[src/rtl/cd_period_meter_pkg.sv]
// ============================================================================
// cd_period_meter_pkg : shared CD parameters and period-meter FSM states
// Revision 1.0
// ============================================================================
`default_nettype none

package cd_period_meter_pkg;

  localparam int CLK_MAX_WIDTH  = 16;
  localparam int CD_SYNC_STAGES = 2;

  typedef enum logic [1:0] {
    IDLE    = 2'd0,
    ARM     = 2'd1,
    MEASURE = 2'd2,
    DONE    = 2'd3
  } cd_state_e;

endpackage

`default_nettype wire

[src/rtl/cd_edge_sync.sv]
// ============================================================================
// cd_edge_sync : synchronises clkin and emits a 1-cycle pulse per transition
// Revision 1.0
// ============================================================================
`default_nettype none

module cd_edge_sync
  import cd_period_meter_pkg::*;
#(
  parameter int SYNC_STAGES = CD_SYNC_STAGES
) (
  input  logic clk,
  input  logic rst,
  input  logic clkin,
  output logic edge_det
);

  logic [SYNC_STAGES-1:0] sync_chain;
  logic                   sync_d;

  always_ff @(posedge clk or posedge rst) begin
    if (rst) begin
      sync_chain <= '0;
      sync_d     <= 1'b0;
    end else begin
      sync_chain <= {sync_chain[SYNC_STAGES-2:0], clkin};
      sync_d     <= sync_chain[SYNC_STAGES-1];
    end
  end

  // Both polarities count: the divider output toggles once per half-period.
  assign edge_det = sync_chain[SYNC_STAGES-1] ^ sync_d;

endmodule

`default_nettype wire

[src/rtl/cd_period_meter.sv]
// ============================================================================
// cd_period_meter : recovers the divider half-period (limit) of clkin in clk cycles
// Revision 1.0
// ============================================================================
`default_nettype none

module cd_period_meter
  import cd_period_meter_pkg::*;
#(
  parameter int               WIDTH       = CLK_MAX_WIDTH,
  parameter int               SYNC_STAGES = CD_SYNC_STAGES,
  parameter logic [WIDTH-1:0] TIMEOUT     = {WIDTH{1'b1}}
) (
  input  logic             clk,
  input  logic             rst,
  input  logic             clkin,
  input  logic             start,
  input  logic             meas_ack,
  output logic             busy,
  output logic             meas_valid,
  output logic [WIDTH-1:0] meas_limit,
  output logic             timeout
);

  localparam logic [WIDTH-1:0] CNT_ONE  = {{(WIDTH-1){1'b0}}, 1'b1};
  localparam logic [WIDTH-1:0] CNT_LAST = TIMEOUT - CNT_ONE;

  cd_state_e        state;
  logic [WIDTH-1:0] cnt;
  logic             arm_first;
  logic             edge_det;

  cd_edge_sync #(
    .SYNC_STAGES(SYNC_STAGES)
  ) u_edge_sync (
    .clk     (clk),
    .rst     (rst),
    .clkin   (clkin),
    .edge_det(edge_det)
  );

  always_ff @(posedge clk or posedge rst) begin
    if (rst) begin
      state      <= IDLE;
      cnt        <= '0;
      arm_first  <= 1'b0;
      busy       <= 1'b0;
      meas_valid <= 1'b0;
      meas_limit <= '0;
      timeout    <= 1'b0;
    end else begin
      case (state)
        IDLE: begin
          if (start) begin
            state     <= ARM;
            cnt       <= '0;
            arm_first <= 1'b1;
            busy      <= 1'b1;
          end
        end
        ARM: begin
          arm_first <= 1'b0;
          // The entry cycle may still see stale synchroniser history, so its edge is dropped.
          if (edge_det && !arm_first) begin
            state <= MEASURE;
            cnt   <= '0;
          end else if (cnt == CNT_LAST) begin
            state      <= DONE;
            busy       <= 1'b0;
            meas_valid <= 1'b1;
            timeout    <= 1'b1;
            meas_limit <= '0;
          end else begin
            cnt <= cnt + CNT_ONE;
          end
        end
        MEASURE: begin
          if (edge_det) begin
            state      <= DONE;
            busy       <= 1'b0;
            meas_valid <= 1'b1;
            timeout    <= 1'b0;
            meas_limit <= cnt + CNT_ONE;
          end else if (cnt == CNT_LAST) begin
            state      <= DONE;
            busy       <= 1'b0;
            meas_valid <= 1'b1;
            timeout    <= 1'b1;
            meas_limit <= '0;
          end else begin
            cnt <= cnt + CNT_ONE;
          end
        end
        DONE: begin
          if (meas_ack) begin
            meas_valid <= 1'b0;
            if (start) begin
              state     <= ARM;
              cnt       <= '0;
              arm_first <= 1'b1;
              busy      <= 1'b1;
            end else begin
              state <= IDLE;
            end
          end
        end
        default: state <= IDLE;
      endcase
    end
  end

endmodule

`default_nettype wire
[config.mk]
export PLATFORM = sky130hd
export DESIGN_NAME = cd_period_meter
export DESIGN_NICKNAME = d
export VERILOG_FILES = /design/src/rtl/cd_period_meter_pkg.sv /design/src/rtl/cd_edge_sync.sv /design/src/rtl/cd_period_meter.sv
export SDC_FILE = /design/constraint.sdc
export NUM_CORES = 1
export LEC_CHECK = 0
export BUFFER_PORTS_ARGS = -buffer_cell sky130_fd_sc_hd__buf_2
export CORE_MARGIN = 2
export CORE_UTILIZATION = 58
export DETAILED_ROUTE_END_ITERATION = 10
export PLACE_DENSITY = 0.79
export SLEW_MARGIN = 20
export SYNTH_ARGS = -nofsm -noshare
export SYNTH_HDL_FRONTEND = slang
export SYNTH_SLANG_ARGS = --single-unit
export TNS_END_PERCENT = 30
[constraint.sdc]
create_clock -name clk -period 2.4 [get_ports clk]
set_input_delay 0.12 -clock clk [delete_from_list [all_inputs] [get_ports clk]]
set_output_delay 0.12 -clock clk [all_outputs]
set_load 0.05 [all_outputs]
# Word level (Yosys, flattened, before mapping)
# Index checks and enable logic that the tools add are counted.
# word_totals
memories	0
ff_bits	41
wordCells	66
ram_bits	0
latch_bits	0
output_inout_bits	19
in_bits	5
rom_bits	0
# classes
bitwise_logic	1
div	0
shift	0
n_lt_le_gt_ge	0
muxes	35
add_sub_neg	1
reduce_logical	12
n_eq_ne	8
n_mul	0
# ops
cell	n
2-to-1 mux 16 bit	8
one-hot mux 16 bit (4 select lines)	1
one-hot mux 16 bit (2 select lines)	1
adder 16 x 1 -> 16 bit (second input constant)	1
equality test 16 bit (second input constant)	1
2-to-1 mux 1 bit	15
2-to-1 mux 2 bit	5
AND reduction 2 bit	5
inequality test 2 bit (second input constant)	4
one-hot mux 2 bit (4 select lines)	1
one-hot mux 1 bit (3 select lines)	2
nonzero test 3 bit	2
equality test 2 bit (second input constant)	2
one-hot mux 1 bit (4 select lines)	1
AND reduction 3 bit	1
equality test 2 x 1 -> 1 bit (second input constant)	1
zero test 2 bit	1
one-hot mux 1 bit (2 select lines)	1
nonzero test 2 bit	1
logical AND 1 bit	1
zero test 1 bit	1
XOR 1 bit	1

# Longest topological paths before layout
# depth
ltp_word	4
depth_mapped	9
depth_no_buf	6

# By module
# A second synthesis with hierarchy kept.
# unflattened
hier_cells	233
area_unflattened_um2	2178.3
# by_module_without_submodules
module	area_per_inst_um2	seq_area_each_um2	cells_per_inst	n_inst
cd_period_meter	2090.8	950.9	228	1
cd_edge_sync	87.6	75.1	5	1

# Worst setup path after synthesis
# OpenSTA, ideal clock, no wires.
# synth_timing
path_type	flip-flop to flip-flop
startpoint	register state[0]
endpoint	register cnt[15]
stages_incl_launch_ff	9
path_buffers	2
required_time_ps	2304
setup_slack_ps	349
setup_ps	96
synth_period_minus_slack_ps	2051
arrival_ps	1955
cell_sequence	dfrtp_1 -> inv_1 -> ha_1 -> clkbuf_1 -> or3_1 -> o211a_1 -> buf_1 -> and4_1 -> nor4_2
# synth_between
elab_chain_cells	3
elab_cells_between_ends	8
classes_between	eq/ne (5); mux (1); reduce/logical (2)
# synth_lines
element	line	source
from (decl)	cd_period_meter.sv:28	cd_state_e state;
from (signal assigned)	cd_period_meter.sv:44	state <= IDLE;
from (signal assigned)	cd_period_meter.sv:55	state <= ARM;
from (signal assigned)	cd_period_meter.sv:65	state <= MEASURE;
equality test 2 bit	cd_period_meter.sv:52	case (state)
inequality test 2 bit (no source line)	n/a	
AND reduction 2 bit (no source line)	n/a	
to (signal assigned)	cd_period_meter.sv:74	cnt <= cnt + CNT_ONE;
to (signal assigned)	cd_period_meter.sv:91	cnt <= cnt + CNT_ONE;
to (decl)	cd_period_meter.sv:29	logic [WIDTH-1:0] cnt;
# Parallel ways exist; a longest one is shown, timed or not.
# A chain may end at the register's enable or synchronous reset.

# Worst setup path in the final report
# layout_timing
startpoint	register cnt[0]
endpoint	register cnt[7]
# layout_between
elab_chain_cells	4
elab_cells_between_ends	6
classes_between	add/sub (1); eq/ne (1); mux (4)
# layout_lines
element	line
adder 16 x 1 -> 16 bit or equality test 16 bit (tied branches)	n/a
2-to-1 mux 16 bit *	cd_period_meter.sv:67, cd_period_meter.sv:84
2-to-1 mux 16 bit (on tied branches)	cd_period_meter.sv:78, cd_period_meter.sv:64
one-hot mux 16 bit (4 select lines) *	cd_period_meter.sv:52
# Every way passes the cells marked *; elsewhere a longest branch is shown, timed or not. The select of a mux whose other input is x is not followed.

==> impl_metrics.yaml <==
die:
  die_w_um: 67.2
  row_count: 22
  top_level_ports: 24
  initial_utilization_pct: 62.0
  dieArea_um2: 4520
  core_um2: 3740
  fp.dieH_um: 67.2
synth:
  yosysWarnings: 0
  post-synth-top-area-cell: "dfrtp_1"
  synth_seq_area_share_pct: 44.2
  synth_area_per_cell_um2: 10.2
  yosys.cell_types.count: 45
  synth-seq-cells: 41
  synth.area.top_cells: "dfrtp_1 44%, o2bb2ai_1 6.4%, ha_1 4.9%, a21oi_1 4.7%, or4_1 3.6%"
  synth_cells: 227
  syn-num-nets: 241
  netlist_area_um2: 2320
  synth_top_area_share_pct: 44.2
clock_network:
  clk_path_buf_depth: 2
  cts_tree: "built"
  cts_buffers: 5
  hold_buffers: 2
  post_cts_resized: 0
  clkLatencyLatePin_ps: 300
  clock-sinks: 41
  post_cts_buffers: 0
  h-tree-depth: 2
  clock_tree.root_cell: "clkbuf_8"
  cts.reportedPaths.clkPinSlew_ps: 80
sta:
  fmaxAchievable_ghz: 0.454
  finClkSkew_ps: 8.47
  worstMarginPinSlew_ps: 560
  setup_ws_ps: 200
  fin_crit_sh_pct: 91.7
  period_minus_slack_ps: 2200
  setup_tns_ps: 0
  rsz0062_at_grt: "false"
  maxSlewViolCount: 0
  holdWs_ps: 158
  setup_viol: 0
  hold_viol: 0
  relSlewSlack_pct: 62.3
setup_path:
  end_kind: "flop"
  crit_required_ps: 2620
  timing.rr.end: "cnt[7]"
  reg2regPathDepth: 7
  slowest_stage: "or4_1"
  slowest_delay_ps: 640
  crit_type: "flop to flop"
  crit_chain: "inv_1 -> ha_1 -> nand3_1 -> or4_1 -> buf_4 -> a31o_1 -> a21oi_1"
  timing.rr.start: "cnt[0]"
  rrSetupSlack_ps: 200
  startpoint_type: "flop"
  crit_arrival_ps: 2420
  cp_max_fo: 11
power:
  finalPower_mw: 2.35
  ir_worst_vdd_mv: 0.445
  p_leak_nw: 1.12
  power_density_nw_per_um2: 892
placement:
  dp_cells: 293
  dpl_worst_slack_ps: 262
  dpl_cell_area_um2: 2490
  gp_congestion: 0.873
  hpwl_mm: 3.37
  port_buffers: 23
grt:
  grt_pass1_wl_mm: 8.51
  grt_pass1_vias: 1740
  grt-ovfl-total: 0
  grt_start_max_net_pins: 42
  grt.total_usage_pct: 25.3
  antenna_found_initial: 0
drt:
  wl_per_cell_um: 16.8
  drc: 0
  dr_total_vias: 1910
  wl_mm: 5.09
  vias_per_cell: 6.30
  drt_pre_antenna_iters: 4
  dr.first_iter.drc_count: 148
  ant_nets: 0
finish:
  fin_area_um2: 2630
  nets: 268
  drive_gt1_share_pct: 19.2
  n_antenna_cell: 0
  area_growth_pct: 13.5
  finish.utilization_pct: 70.4
  instances_no_fill: 303
hold_path:
  hold_end: "arm_first"
  hold_path.class: "input port to flop"
  hp-start: "start"
  hold_depth: 3
flow_run:
  drv_cap: 0
outcome:
  status: "completed"
-- synth_stat cells (all sizes together) --
cell,instances
and3,1
ha,9
a21oi,22
nand3,11
a311oi,1
buf,11
nand4,11
or3,1
dfrtp,41
xnor2,8
and4,6
inv,10
nand2,2
o21a,4
o31ai,10
a211o,1
or4,11
nor2b,2
nor2,7
or2,1
clkbuf,6
a31oi,1
a31o,2
o211a,2
o22ai,1
o2bb2ai,17
nand2b,2
xor2,8
o21ai,6
o41ai,1
o21bai,1
a221oi,1
o2bb2a,1
o211ai,1
nor4,3
nor3b,1
nor3,2
nand4b,1
-- power breakdown --
part	switching [mW]	total, mW	internal [mW]
sequential	0.0755	0.845	0.769
combinational	0.621	0.917	0.296
clock	0.251	0.589	0.338
total	0.947	2.35	1.40
-- sequential cells by signal (all words and copies together) (netlist names) --
| register | flops |
|---|---|
| cnt | 16 |
| arm_first | 1 |
| u_edge_sync.sync_d | 1 |
| meas_valid | 1 |
| timeout | 1 |
| busy | 1 |
| meas_limit | 16 |
| u_edge_sync.sync_chain | 2 |
| state | 2 |
-- worst max-delay path, delay by kind of cell (launching register included) --
family | cells | cell delay [ps]
buf+inv | 2 | 370
fa+ha+maj | 1 | 140
compound gates | 2 | 350
flops | 1 | 500
simple gates | 2 | 740
-- metal layers --
layer	GRT usage [%]	part of all wire, %
met1	38.2	50
met2	36.3	43
met3	5.00	5.5
met4	8.67	1.6
met5	0	0
-- logic make-up after synthesis --
family / synth area share, %
buffers and inverters: 5.56
AOI/OAI and AO/OA: 22.1
DFF: 44.2
adders and majority gates: 4.85
and+or+nand+nor: 17.3
xor gates and xnor gates: 6.04
-- final cells by class --
cell class | instances | area, um^2
tap | 48 | 60.1
clock inverter | 2 | 37.5
inverter | 10 | 37.5
fill | 313 | 1110
sequential | 41 | 1030
multi-input combinational | 159 | 1160
clock buffer | 6 | 82.6
timing repair buffer | 37 | 225
-- layout by cell type (no fill, tap or decap), types with 2 or more instances in the layout --
cell type and instances:
dfrtp_1 41, buf_2 23, a21oi_1 22, o2bb2ai_1 17, buf_4 12, nand3_1 11, or4_1 11, inv_1 10
nand4_1 10, o31ai_1 10, ha_1 9, xnor2_1 8, xor2_1 8, nor2_1 7, o21ai_0 6, and4_1 6
clkbuf_8 6, o21a_1 3, nand2b_1 2, o211a_1 2, nor4_2 2, nand2_1 2, nor2b_1 2, nor3_1 2
dlygate4sd3_1 2
-- worst max-delay path by stage --
| stage | from | endpoint |
|---|---|---|
| after detailed placement | state[1] | cnt[3] |
| after CTS | state[0] | cnt[3] |
| after global routing | state[0] | cnt[13] |
| after floorplan | state[0] | cnt[15] |
| final | cnt[0] | cnt[7] |
| after global placement | cnt[0] | meas_limit[8] |
(Power assumes the default switching activity.)
